$ cat config.mk
export PLATFORM = sky130hd
export DESIGN_NAME = keypad_scanner
export DESIGN_NICKNAME = d
export VERILOG_FILES = /design/src/rtl/keypad_scanner_pkg.sv /design/src/rtl/keypad_scanner_sync_2ff.sv /design/src/rtl/keypad_scanner.sv
export SDC_FILE = /design/constraint.sdc
export NUM_CORES = 1
export LEC_CHECK = 0
export ABC_AREA = 1
export BUFFER_PORTS_ARGS = -buffer_cell sky130_fd_sc_hd__clkbuf_2
export CORE_MARGIN = 3
export CORE_UTILIZATION = 56
export DETAILED_ROUTE_END_ITERATION = 8
export PLACE_DENSITY = 0.86
export SLEW_MARGIN = 25
export SYNTH_ARGS = -nofsm -noshare
export SYNTH_HDL_FRONTEND = slang
export SYNTH_SLANG_ARGS = --single-unit
$ cat constraint.sdc
create_clock -name clk -period 2.2 [get_ports clk]
set_clock_uncertainty 0.2 [all_clocks]
set_input_delay 0.44 -clock clk [delete_from_list [all_inputs] [get_ports clk]]
set_output_delay 0.44 -clock clk [all_outputs]
set_load 0.1 [all_outputs]
$ cat src/rtl/keypad_scanner_pkg.sv
// Shared types and constants for the keypad scanner.
package keypad_scanner_pkg;

    localparam int unsigned KEY_ROWS = 4;
    localparam int unsigned KEY_COLS = 4;
    localparam int unsigned IDX_W    = 2;
    localparam int unsigned CNT_W    = 4;

    typedef enum logic [1:0] {
        SCAN     = 2'd0,
        DEBOUNCE = 2'd1,
        HELD     = 2'd2
    } state_t;

    // Index of the lowest-numbered row line that is pulled low.
    function automatic logic [IDX_W-1:0] lowest_low(input logic [KEY_ROWS-1:0] row);
        logic [IDX_W-1:0] idx;
        idx = '0;
        for (int i = KEY_ROWS - 1; i >= 0; i--) begin
            if (!row[i]) idx = IDX_W'(i);
        end
        return idx;
    endfunction

endpackage

$ cat src/rtl/keypad_scanner_sync_2ff.sv
// Two-flop synchronizer for asynchronous switch inputs.
module sync_2ff #(
    parameter int unsigned      WIDTH   = 1,
    parameter logic [WIDTH-1:0] RST_VAL = '0
) (
    input  logic             clk,
    input  logic             rst,
    input  logic [WIDTH-1:0] d,
    output logic [WIDTH-1:0] q
);

    logic [WIDTH-1:0] meta_q;
    logic [WIDTH-1:0] sync_q;

    // Metastability stage followed by the stable output stage.
    always_ff @(posedge clk or posedge rst) begin
        if (rst) begin
            meta_q <= RST_VAL;
            sync_q <= RST_VAL;
        end else begin
            meta_q <= d;
            sync_q <= meta_q;
        end
    end

    assign q = sync_q;

endmodule

$ cat src/rtl/keypad_scanner.sv
// 4x4 matrix keypad scanner with press/release debouncing, single-key.
module keypad_scanner
    import keypad_scanner_pkg::*;
#(
    parameter int unsigned DEBOUNCE_TICKS = 4
) (
    input  logic                clk,
    input  logic                rst,
    input  logic                tick_scan,
    input  logic [KEY_ROWS-1:0] key_row,
    output logic [KEY_COLS-1:0] key_col,
    output logic [3:0]          key_code,
    output logic                key_valid,
    output logic                key_pressed,
    output logic                key_release
);

    // The entry sample of a press counts toward the total but leaves cnt at 0.
    localparam logic [CNT_W-1:0] PRESS_LAST = CNT_W'(DEBOUNCE_TICKS - 2);
    localparam logic [CNT_W-1:0] REL_LAST   = CNT_W'(DEBOUNCE_TICKS - 1);

    logic [KEY_ROWS-1:0] row_s;

    state_t              state_q, state_d;
    logic [IDX_W-1:0]    col_idx_q, col_idx_d;
    logic [IDX_W-1:0]    row_idx_q, row_idx_d;
    logic [CNT_W-1:0]    cnt_q, cnt_d;
    logic [KEY_COLS-1:0] key_col_q, key_col_d;
    logic [3:0]          key_code_q, key_code_d;
    logic                key_valid_q, key_valid_d;
    logic                key_pressed_q, key_pressed_d;
    logic                key_release_q, key_release_d;

    logic [CNT_W-1:0]    cnt_inc;
    logic                row_hit;

    sync_2ff #(
        .WIDTH   (KEY_ROWS),
        .RST_VAL ({KEY_ROWS{1'b1}})
    ) u_row_sync (
        .clk (clk),
        .rst (rst),
        .d   (key_row),
        .q   (row_s)
    );

    assign cnt_inc = (&cnt_q) ? cnt_q : cnt_q + CNT_W'(1);
    assign row_hit = ~row_s[row_idx_q];

    // Next-state and output decode; only tick_scan cycles change state.
    always_comb begin
        state_d       = state_q;
        col_idx_d     = col_idx_q;
        row_idx_d     = row_idx_q;
        cnt_d         = cnt_q;
        key_code_d    = key_code_q;
        key_pressed_d = key_pressed_q;
        key_valid_d   = 1'b0;
        key_release_d = 1'b0;

        if (tick_scan) begin
            case (state_q)
                SCAN: begin
                    if (&row_s) begin
                        col_idx_d = col_idx_q + IDX_W'(1);
                    end else begin
                        row_idx_d = lowest_low(row_s);
                        cnt_d     = '0;
                        state_d   = DEBOUNCE;
                    end
                end
                DEBOUNCE: begin
                    if (row_hit) begin
                        cnt_d = cnt_inc;
                        if (cnt_q >= PRESS_LAST) begin
                            state_d       = HELD;
                            cnt_d         = '0;
                            key_code_d    = {row_idx_q, col_idx_q};
                            key_pressed_d = 1'b1;
                            key_valid_d   = 1'b1;
                        end
                    end else begin
                        state_d   = SCAN;
                        col_idx_d = col_idx_q + IDX_W'(1);
                    end
                end
                HELD: begin
                    if (!row_hit) begin
                        cnt_d = cnt_inc;
                        if (cnt_q >= REL_LAST) begin
                            state_d       = SCAN;
                            cnt_d         = '0;
                            col_idx_d     = col_idx_q + IDX_W'(1);
                            key_pressed_d = 1'b0;
                            key_release_d = 1'b1;
                        end
                    end else begin
                        cnt_d = '0;
                    end
                end
                default: state_d = SCAN;
            endcase
        end

        key_col_d = ~(KEY_COLS'(1) << col_idx_d);
    end

    // State and registered outputs.
    always_ff @(posedge clk or posedge rst) begin
        if (rst) begin
            state_q       <= SCAN;
            col_idx_q     <= '0;
            row_idx_q     <= '0;
            cnt_q         <= '0;
            key_col_q     <= 4'b1110;
            key_code_q    <= '0;
            key_valid_q   <= 1'b0;
            key_pressed_q <= 1'b0;
            key_release_q <= 1'b0;
        end else begin
            state_q       <= state_d;
            col_idx_q     <= col_idx_d;
            row_idx_q     <= row_idx_d;
            cnt_q         <= cnt_d;
            key_col_q     <= key_col_d;
            key_code_q    <= key_code_d;
            key_valid_q   <= key_valid_d;
            key_pressed_q <= key_pressed_d;
            key_release_q <= key_release_d;
        end
    end

    assign key_col     = key_col_q;
    assign key_code    = key_code_q;
    assign key_valid   = key_valid_q;
    assign key_pressed = key_pressed_q;
    assign key_release = key_release_q;

endmodule

==> results.yml <==
run_status:
  outcome: "completed"
final_layout:
  nets: 194
  final_cell_mix: "34 x nand2_1, 18 x dfrtp_1, 17 x clkbuf_2"
  syn2layout_area_growth_pct: 16.6
  antenna_cells: 0
  layout.cells.non_filler: 209
  drive_gt1_share_pct: 30.4
  layout_commonest_cell: "nand2_1"
power_and_ir_drop:
  p_total_mw: 2.43
  ir_worst_vdd_v: 0.00118
  power_per_cell_area_nw_per_um2: 1510
  leakage_nw: 0.809
setup_path:
  r2r_cells: 8
  crit_path_cell_trace: "clkbuf_2"
  cp_top_family: "flip-flops"
  cp.arrival_ns: 1.30
  critPathLaunchType: "flip-flop"
  path_buf_inv: 1
  rr_endpoint: "key_col[0]$_DFF_PP0_"
  worst_path_largest_cell_delay_ns: 0.53
  path_class: "flip-flop to primary output"
  r2r_slack_ns: 0.43
  crit_required_ns: 1.56
  path_max_fanout: 1
  crit_path_end_kind: "primary output"
  crit_slowest_cell: "dfstp_2"
  reg2reg_from: "state_q[0]$_DFFE_PP0P_"
placement:
  io_buffers: 17
  dp_cells: 196
  place_hpwl_mm: 2.03
  place.gp.congestion: 0.956
clock_network:
  holdBufCountCts: 5
  htreeDepth: 2
  cts.sinks: 29
  clock-root-buffer: "clkbuf_4"
  post_cts_buffers: 0
  clk_pin_slew_worst_paths_ns: 0.10
  clock_path_buffers: 2
  clk_latency_ns: 0.33
  cts_buffers: 5
  cts_tree: "built"
  cts.repair.resized: 0
floorplan:
  die_area_sq_um: 3100
  die_h_um: 55.7
  core_area_sq_um: 2280
  die_w_um: 55.7
  ios: 18
  rows: 17
  initial_utilization_pct: 60.7
logic_synthesis:
  ys_seq_area_share_pct: 53.5
  syn_avg_cell_area_sq_um: 9.21
  syn_area_sq_um: 1380
  ys_types: 22
  synth_fp_nets: 164
  synthCells: 150
  yosysWarningCount: 0
  ys_ff_latch: 29
worst_hold_path:
  hp-class: "flip-flop to flip-flop"
  min_to: "u_row_sync.q[1]$_DFF_PP1_"
  hold_depth: 0
  hp-start: "u_row_sync.meta_q[1]$_DFF_PP1_"
sta:
  min_period_ns: 1.94
  finalMaxSlewViolations: 0
  clock.fmax_mhz: 515
  rsz0062_at_grt: "false"
  slew_headroom_pct: 64.1
  final.setup.tns_ns: 0
  setup_viol: 0
  max_slew.worst_pin.slew_ns: 0.541
  hold_violations: 0
  finalCritPeriodShare_pct: 88.3
  hold_ws_ns: 0.160
run:
  cap_violations: 0
global_route:
  grt_first_pass_wirelength_mm: 4.44
  antenna_found_initial: 0
  grt_max_degree: 30
  grt_use_total_pct: 18.8
  grt_pass1_vias: 1085
  overflow: 0
route:
  route.top_layer_used: "met4"
  ant_nets: 0
  met2WireLength_mm: 1.41
  viasPerCell: 5.44
  dr_total_vias: 1136
  firstDrtPassIters: 5
  wl_met3_um: 179
  remaining_drc_errors: 0
  m1WireLength_mm: 1.12
  wl_mm: 2.78
  routedWlPerCell_um: 13.3
  drt_iter0_drc: 43
==> routing by layer <==
metal	vias to the layer above	track usage, %
li1	547	-
met1	539	20.3
met2	41	31.3
met3	9	7.19
met4	0	10.8
met5	-	0
==> through the flow <==
| step | instance area (sq um) | util (%) | worst slack [ns] |
|---|---|---|---|
| after detailed placement | 1510 | 66.3 | 0.439 |
| after floorplan | 1380 | - | 0.654 |
| after global routing | 1610 | 70.8 | 0.204 |
| after global placement | 1510 | 66.3 | 0.548 |
| after CTS | 1610 | 70.8 | 0.243 |
| final | 1610 | 70.8 | 0.257 |
==> flip-flops by register name (all words and copies together) (netlist names) <==
| register | cells |
|---|---|
| key_code | 4 |
| row_idx_q | 2 |
| u_row_sync.q | 4 |
| u_row_sync.meta_q | 4 |
| key_valid | 1 |
| key_col | 4 |
| key_pressed | 1 |
| col_idx_q | 2 |
| key_release | 1 |
| state_q | 2 |
| cnt_q | 4 |
==> worst max-delay path by stage <==
stage,start,endpoint,cells past startpoint
floorplan,state_q[0]$_DFFE_PP0P_,key_col[0]$_DFF_PP0_,8
global placement,state_q[0]$_DFFE_PP0P_,key_col[0]$_DFF_PP0_,8
detailed placement,state_q[0]$_DFFE_PP0P_,key_col[0]$_DFF_PP0_,8
CTS,key_col[3]$_DFF_PP1_,key_col[3],1
global route,key_col[3]$_DFF_PP1_,key_col[3],1
finish,key_col[3]$_DFF_PP1_,key_col[3],1
==> synth_stat cells <==
library cell / number / share of area, %
nand2_1: 34 / 9.2
o21ai_1: 3 / 1.1
o211ai_1: 1 / 0.54
nor3_1: 1 / 0.36
o21ai_0: 12 / 4.3
dfrtp_1: 18 / 33
nand3_2: 4 / 2.9
inv_1: 15 / 4.1
a21oi_1: 4 / 1.4
dfstp_2: 11 / 21
nand2_2: 3 / 1.4
a32oi_1: 1 / 0.63
ha_1: 7 / 6.3
nor2_1: 14 / 3.8
inv_2: 3 / 0.82
nor2_2: 4 / 1.8
nand3_1: 8 / 2.9
o21ai_2: 2 / 1.3
nand4_1: 1 / 0.45
nor2_4: 2 / 1.6
nand4_2: 1 / 0.91
nand3b_1: 1 / 0.54
==> final cells by class <==
class                           instances  area (sq um)
Tap cell                               28          35.0
Sequential cell                        29           739
Clock inverter                          2          10.0
Timing Repair Buffer                   23           143
Multi-Input combinational cell        103           574
Fill cell                             170           666
Clock buffer                            6          41.3
Inverter                               18          67.6
==> report_power, final <==
part / internal [mW] / switching (mW) / leakage [nW]
clock network: 0.121 / 0.183 / 0.0320
logic: 0.301 / 1.03 / 0.429
registers: 0.695 / 0.101 / 0.347
total: 1.12 / 1.32 / 0.809
==> cell families (layout without fill, tap and decap cells) <==
kind of cell / Yosys count / after routing / share of synthesized area [%]
AND/OR/NAND/NOR: 73 / 73 / 25.9
flip-flops: 29 / 29 / 53.5
buffers and inverters: 18 / 49 / 4.89
AO/OA/AOI/OAI: 23 / 23 / 9.33
adder cells (fa/ha/maj): 7 / 7 / 6.34
(Power assumes the default switching activity.)
